--- config.mk ---
export PLATFORM = sky130hd
export DESIGN_NAME = seq_detector_param
export DESIGN_NICKNAME = d
export VERILOG_FILES = /design/src/rtl/seq_det_pkg.sv /design/src/rtl/seq_det_history.sv /design/src/rtl/seq_detector_param.sv
export SDC_FILE = /design/constraint.sdc
export NUM_CORES = 1
export LEC_CHECK = 0
export CORE_MARGIN = 10
export CORE_UTILIZATION = 45
export CTS_BUF_LIST = sky130_fd_sc_hd__clkbuf_2 sky130_fd_sc_hd__clkbuf_4 sky130_fd_sc_hd__clkbuf_8
export DETAILED_ROUTE_END_ITERATION = 8
export PLACE_DENSITY = 0.81
export RECOVER_POWER = 100
export SYNTH_ARGS = -nofsm -noshare
export SYNTH_HDL_FRONTEND = slang
export SYNTH_HIERARCHICAL = 1
export SYNTH_SLANG_ARGS = --single-unit
--- constraint.sdc ---
create_clock -name clock -period 1.65 [get_ports clock]
set_input_delay 0.33 -clock clock [delete_from_list [all_inputs] [get_ports clock]]
set_output_delay 0.33 -clock clock [all_outputs]
set_load 0.02 [all_outputs]
--- src/rtl/seq_det_pkg.sv ---
// Shared types and helpers for the parametrised serial pattern detector.
// Optional feature macro used by the top: SEQDET_COUNT_EN (saturating match counter).
package seq_det_pkg;

  typedef enum logic [1:0] {
    FILL_EMPTY   = 2'b00,
    FILL_FILLING = 2'b01,
    FILL_ARMED   = 2'b10
  } fill_state_e;

  localparam logic MODE_OVERLAP = 1'b1;
  localparam logic MODE_NONOVL  = 1'b0;

  // Fill must be able to represent 0..PAT_W inclusive.
  function automatic int fill_width(input int pat_w);
    return $clog2(pat_w + 1);
  endfunction

  function automatic fill_state_e fill_state(input int fill, input int pat_w);
    fill_state_e st;
    if (fill == 0) begin
      st = FILL_EMPTY;
    end else if (fill < pat_w) begin
      st = FILL_FILLING;
    end else begin
      st = FILL_ARMED;
    end
    return st;
  endfunction

endpackage

--- src/rtl/seq_det_history.sv ---
// History shift register and saturating fill counter for seq_detector_param.
// Exposes the post-shift candidate values so the parent can evaluate a match before committing.
module seq_det_history
  import seq_det_pkg::*;
#(
  parameter int PAT_W  = 4,
  parameter int FILL_W = fill_width(PAT_W)
) (
  input  logic              clock,
  input  logic              reset,
  input  logic              shift,
  input  logic              bit_in,
  input  logic              flush,
  input  logic              clear_fill,
  output logic [PAT_W-1:0]  hist_q,
  output logic [FILL_W-1:0] fill_q,
  output logic [PAT_W-1:0]  hist_shift_s,
  output logic [FILL_W-1:0] fill_shift_s
);

  logic [PAT_W-1:0]  hist_d;
  logic [FILL_W-1:0] fill_d;

  // Next history/fill: flush dominates, clear_fill only applies to a shift edge.
  always_comb begin
    hist_shift_s = {hist_q[PAT_W-2:0], bit_in};
    fill_shift_s = (fill_q == FILL_W'(PAT_W)) ? fill_q : fill_q + FILL_W'(1);
    hist_d       = hist_q;
    fill_d       = fill_q;
    if (flush) begin
      hist_d = {PAT_W{1'b0}};
      fill_d = {FILL_W{1'b0}};
    end else if (shift) begin
      hist_d = hist_shift_s;
      fill_d = clear_fill ? {FILL_W{1'b0}} : fill_shift_s;
    end else begin
      hist_d = hist_q;
      fill_d = fill_q;
    end
  end

  // History and fill registers.
  always_ff @(posedge clock or negedge reset) begin
    if (!reset) begin
      hist_q <= {PAT_W{1'b0}};
      fill_q <= {FILL_W{1'b0}};
    end else begin
      hist_q <= hist_d;
      fill_q <= fill_d;
    end
  end

endmodule

--- src/rtl/seq_detector_param.sv ---
// Parametrised serial pattern detector with overlap/non-overlap modes and registered outputs.
// Define SEQDET_COUNT_EN to build the saturating match counter; otherwise match_count is tied to 0.
module seq_detector_param
  import seq_det_pkg::*;
#(
  parameter int PAT_W = 4,
  parameter int CNT_W = 8
) (
  input  logic             clock,
  input  logic             reset,
  input  logic             x_in,
  input  logic             x_valid,
  input  logic             load,
  input  logic [PAT_W-1:0] pattern,
  input  logic             overlap,
  output logic             y_out,
  output logic             busy,
  output logic [CNT_W-1:0] match_count
);

  localparam int FILL_W = fill_width(PAT_W);

  logic [PAT_W-1:0]  pat_q, pat_d;
  logic              ovl_q, ovl_d;
  logic              y_out_q, y_out_d;
  logic              busy_q, busy_d;
  logic [PAT_W-1:0]  hist_q, hist_shift_s;
  logic [FILL_W-1:0] fill_q, fill_shift_s, fill_next_s;
  logic              shift_s, match_s, clear_fill_s;
  fill_state_e       state_nxt_s;

  seq_det_history #(
    .PAT_W (PAT_W),
    .FILL_W(FILL_W)
  ) u_history (
    .clock       (clock),
    .reset       (reset),
    .shift       (shift_s),
    .bit_in      (x_in),
    .flush       (load),
    .clear_fill  (clear_fill_s),
    .hist_q      (hist_q),
    .fill_q      (fill_q),
    .hist_shift_s(hist_shift_s),
    .fill_shift_s(fill_shift_s)
  );

  // Match evaluation, mode control and next-state decode of the fill FSM.
  always_comb begin
    pat_d        = pat_q;
    ovl_d        = ovl_q;
    shift_s      = x_valid && !load;
    match_s      = shift_s && (fill_shift_s == FILL_W'(PAT_W)) && (hist_shift_s == pat_q);
    clear_fill_s = match_s && (ovl_q == MODE_NONOVL);
    fill_next_s  = fill_q;
    if (load) begin
      pat_d       = pattern;
      ovl_d       = overlap;
      fill_next_s = {FILL_W{1'b0}};
    end else if (shift_s) begin
      fill_next_s = clear_fill_s ? {FILL_W{1'b0}} : fill_shift_s;
    end else begin
      fill_next_s = fill_q;
    end
    state_nxt_s = fill_state(int'(fill_next_s), PAT_W);
    case (state_nxt_s)
      FILL_EMPTY:   busy_d = 1'b0;
      FILL_FILLING: busy_d = 1'b1;
      FILL_ARMED:   busy_d = 1'b1;
      default:      busy_d = 1'b0;
    endcase
    y_out_d = match_s;
  end

  // Pattern/mode capture and registered outputs.
  always_ff @(posedge clock or negedge reset) begin
    if (!reset) begin
      pat_q   <= {PAT_W{1'b0}};
      ovl_q   <= MODE_OVERLAP;
      y_out_q <= 1'b0;
      busy_q  <= 1'b0;
    end else begin
      pat_q   <= pat_d;
      ovl_q   <= ovl_d;
      y_out_q <= y_out_d;
      busy_q  <= busy_d;
    end
  end

  assign y_out = y_out_q;
  assign busy  = busy_q;

`ifdef SEQDET_COUNT_EN
  logic [CNT_W-1:0] count_q, count_d;

  // Saturating match counter; load does not clear it.
  always_comb begin
    if (match_s && (count_q != {CNT_W{1'b1}})) begin
      count_d = count_q + CNT_W'(1);
    end else begin
      count_d = count_q;
    end
  end

  // Counter register.
  always_ff @(posedge clock or negedge reset) begin
    if (!reset) begin
      count_q <= {CNT_W{1'b0}};
    end else begin
      count_q <= count_d;
    end
  end

  assign match_count = count_q;
`else
  assign match_count = {CNT_W{1'b0}};
`endif

endmodule
======== After elaboration in Yosys (flattened, before gate mapping) ========
Index checks and enable logic that the tools add are counted.
word-level totals
  bits in registers ....................... 13
  input port bits ......................... 10
  output and inout port bits .............. 10
  logic and storage cells ................. 31
operators by class
  $add $sub $neg .......................... 1
  magnitude comparators ................... 1
  eq/ne operators ......................... 5
  mux-type cells .......................... 9
  bitwise logic cells ..................... 1
  reductions and logical operators ........ 8
operators by type and width
  operator             number
  $mux 3               6
  $eq 3x3->1 const B   2
  $eq 4x4->1           1
  $logic_and 1x1->1    4
  $mux 2               2
  $add 3x1->3 const B  1
  $logic_not 3->1      1
  $lt 3x3->1 const B   1
  $eq 2x1->1 const B   1
  $eq 2x2->1 const B   1
  $reduce_bool 2->1    1
  $reduce_or 2->1      1
  $logic_not 1->1      1
  $mux 1               1
  $not 1->1            1

======== Logic depth before layout (Yosys ltp) ========
  word-level depth ........................ 15
  depth in mapped cells ................... 9

======== Cells and area by module ========
Netlist, hierarchy kept.
by module, submodules not included
  module              instances  cells each  area an instance (µm²)  sequential area each (µm²)
  seq_detector_param  1          37          422.9                   176.4
  seq_det_history     1          39          390.4                   175.2

======== Least setup slack after synthesis ========
OpenSTA, ideal clock, no wires.
  kind .................................... reg-to-reg
  from .................................... reg u_history.fill_q[0]
  to ...................................... reg u_history.fill_q[0]
  library setup time ...................... 82 ps
  arrival time ............................ 1715 ps
  required time ........................... 1568 ps
  slack ................................... -147 ps
  cell stages (with the launch flop) ...... 9
  cell sequence ........................... dfrtp_1 inv_1 ha_1 nand2_2 xnor2_1 nor4b_4 and4_1 or3_1 a31oi_1
on the way
  cells in the longest elaborated chain, start to end .. 9
  elaborated cells between the ends (all ways) .. 10
  those cells by class .................... 1 x add/sub; 2 x eq/ne; 4 x mux; 3 x reduce/logical
RTL lines
  what                                       RTL line                  source
  from (decl)                                seq_det_history.sv:16     output logic [FILL_W-1:0] fill_q,
  from (signal assigned)                     seq_det_history.sv:46     fill_q <= {FILL_W{1'b0}};
  from (signal assigned)                     seq_det_history.sv:49     fill_q <= fill_d;
  $add 3x1->3 or $eq 3x3->1 (tied branches)  seq_det_history.sv:27     fill_shift_s = (fill_q == FILL_W'(PAT_W)) ? fill_q : fill_q + FILL_W'(1);
  $mux 3 (*)                                 seq_det_history.sv:27
  net fill_shift_s[0]                        seq_detector_param.sv:28  logic [FILL_W-1:0] fill_q, fill_shift_s, fill_next_s;
  $eq 3x3->1 (*)                             seq_detector_param.sv:53  match_s = shift_s && (fill_shift_s == FILL_W'(PAT_W)) && (hist_shift_s == pat_q);
  $logic_and 1x1->1 (*) (2 in a row)         seq_detector_param.sv:53
  $logic_and 1x1->1 (*)                      seq_detector_param.sv:54  clear_fill_s = match_s && (ovl_q == MODE_NONOVL);
  net clear_fill_s                           seq_detector_param.sv:29  logic shift_s, match_s, clear_fill_s;
  $mux 3 (*)                                 seq_det_history.sv:35     fill_d = clear_fill ? {FILL_W{1'b0}} : fill_shift_s;
  $mux 3 (*)                                 seq_det_history.sv:33     end else if (shift) begin
  $mux 3 (*)                                 seq_det_history.sv:30     if (flush) begin
The timed path passes the listed nets; every way through them passes the cells marked *.
A chain may end at the register's enable or synchronous reset.

======== Worst setup path in the final report ========
Ends and elaborated chain as after synthesis.

==> impl_metrics.tcl <==
set metrics [dict create \
    start_util_pct 49.7 \
    antenna_cells 0 \
    fin_ws_ns -0.0398 \
    avgRoutedWirePerCell_um 12.9 \
    relSlewSlack_pct 55.4 \
    final_core_util_pct 61.6 \
    place_ws_ns -0.211 \
    maxCapViolCount 0 \
    drtAntennaViolNets 0 \
    area_growth_pct 23.9 \
    drive_gt1_share_pct 28.0 \
    clkLatencyLatePin_ns 0.27 \
    cts.path.max_buffers 2 \
    vias_per_cell 4.89 \
    grt_usage_pct 7.91 \
    endpoint_kind "register" \
    status "complete, but fails checks" \
    critPathSlowestCell "dfrtp_1" \
    drt_iter0_drc 6 \
    start_kind "register" \
    drt-total-wl_um 1410 \
    antenna_found_initial 0 \
    cp_slowest_stage_delay_ns 0.42 \
    cts.sinks 13 \
    dp_hpwl_um 1160 \
    cts.clk_slew.worst_paths_ns 0.07 \
    overflow 0 \
    syn-cell-area_um2 774 \
    rsz0062_at_grt "yes" \
    dpl-instance-area_um2 923 \
    firstDrtPassIters 3 \
    die_area_um2 3780 \
    core.rowCount 14 \
    vias 533 \
    fillers 134 \
    required_ns 1.81 \
    hold_path_class "register to register" \
    violations "negative setup slack" \
    postLayoutCellArea_um2 960 \
    path_cells "inv_2 -> ha_4 -> nand2_2 -> xnor2_2 -> nor4b_4 -> and4_1 -> inv_1 -> nand4_1 -> a31oi_1" \
    fin_crit_sh_pct 102 \
    finClkSkew_ns 0.000276 \
    hold_slack_ns 0.513 \
    grt_pass1_wl_um 2270 \
    synth.avg_cell_area_um2 10.6 \
    ir_drop_mv 0.486 \
    hold_violations 0 \
    dp_cells 103 \
    yosysWarnings 6 \
    core-area_um2 1560 \
    fin_crit_ns 1.69 \
    layout.nets 106 \
    synth_cells 73 \
    hold_buffers 0 \
    root_buffer "clkbuf_4" \
    io_buffers 11 \
    cts-htree-levels 1 \
    drc 0 \
    fmax_ghz 0.592 \
    cts_tree "done" \
    path_class "register to register" \
    ios 20 \
    power_density_nw_per_um2 719 \
    drv_slew 0 \
    gp_congestion 0.766 \
    final_cells 109 \
    cp_max_fo 3 \
    fp.dieW_um 61.5 \
    setup_viol 3 \
    grt_max_degree 14 \
    arrival_ns 1.85 \
    tightest_slew_ns 0.669 \
    grt_pass1_vias 510 \
    cts_buffers 3 \
    p_leak_nw 0.442 \
    die_y_um 61.5 \
]
-- area by class of cell --
| type | count | area (µm²) | area share, % |
|---|---|---|---|
| clock buffer | 4 | 30.0 | 3.13 |
| inverter | 5 | 18.8 | 1.96 |
| multi-input combinational | 48 | 378 | 39.4 |
| sequential | 13 | 327 | 34.0 |
| tap | 16 | 20.0 | 2.09 |
| timing repair buffer | 23 | 186 | 19.4 |
-- final timing paths --
path / from / endpoint / slack, ns / cells after the start
setup / recovery: u_history/fill_q[0]$_DFFE_PN0P_ / u_history/fill_q[0]$_DFFE_PN0P_ / -0.04 / 9
hold / removal: ovl_q$_DFFE_PN1P_ / ovl_q$_DFFE_PN1P_ / 0.51 / 2
setup reg to reg: u_history/fill_q[0]$_DFFE_PN0P_ / u_history/fill_q[0]$_DFFE_PN0P_ / -0.04 / 9
hold reg to reg: ovl_q$_DFFE_PN1P_ / ovl_q$_DFFE_PN1P_ / 0.51 / 2
max in group asynchronous: reset / u_history/fill_q[1]$_DFFE_PN0P_ / 0.63 / 2
min in group asynchronous: reset / y_out$_DFF_PN0_ / 0.60 / 2
-- metrics by stage --
stage | TNS (ns) | power [W]
after floorplan | 0 | 0.000455
after global placement | -0.380 | 0.000493
after detailed placement | -0.525 | 0.000496
after CTS | -0.0805 | 0.000705
after global routing | -0.395 | 0.000733
final | -0.0951 | 0.000690
-- critical path: cells and delay by family (launching register included) --
| family | cells | cell delay (ns) |
|---|---|---|
| compound gates | 1 | 0.08 |
| xor+xnor | 1 | 0.15 |
| fa+ha+maj | 1 | 0.13 |
| buf+inv | 2 | 0.17 |
| flops | 1 | 0.42 |
| simple gates | 4 | 0.64 |
-- cells in the final DEF, fill, tap and decap left out, types with 2 or more instances in the layout --
cell	instances
conb_1	8
clkdlybuf4s50_1	8
buf_4	7
inv_1	3
nor2_1	3
clkbuf_1	3
dfrtp_1	12
mux2_2	4
a31oi_1	2
dlygate4sd3_1	3
mux2i_1	3
xor2_1	4
nand2_1	2
clkbuf_4	5
inv_2	2
a21oi_1	2
-- sequential cells by signal, summed over array words and instances, names as in the netlist --
signal / cells
busy: 1
ovl_q: 1
pat_q: 4
u_history/fill_q: 3
u_history/hist_q: 3
y_out: 1
-- per-layer routing --
metal  vias up  part of all wire (%)  track usage, %
met3         0                   6.7            4.94
met1       249                    44            8.49
met4         0                     0               0
met5         -                     0               0
met2        14                    50            13.8
li1        270                     -               -
-- what timing repair did --
item | CTS | global route
buffers inserted | 1 | 1
setup endpoints to repair | 3 | 4
resized for setup | 0 | 2
pin swaps | 2 | 0
-- power breakdown --
part           internal, W  switching (W)  leakage, nW
combinational    0.0000689      0.0000688        0.257
sequential        0.000338      0.0000118        0.166
clock             0.000110      0.0000928       0.0184
No activity file was read; power rests on OpenSTA's default activity.
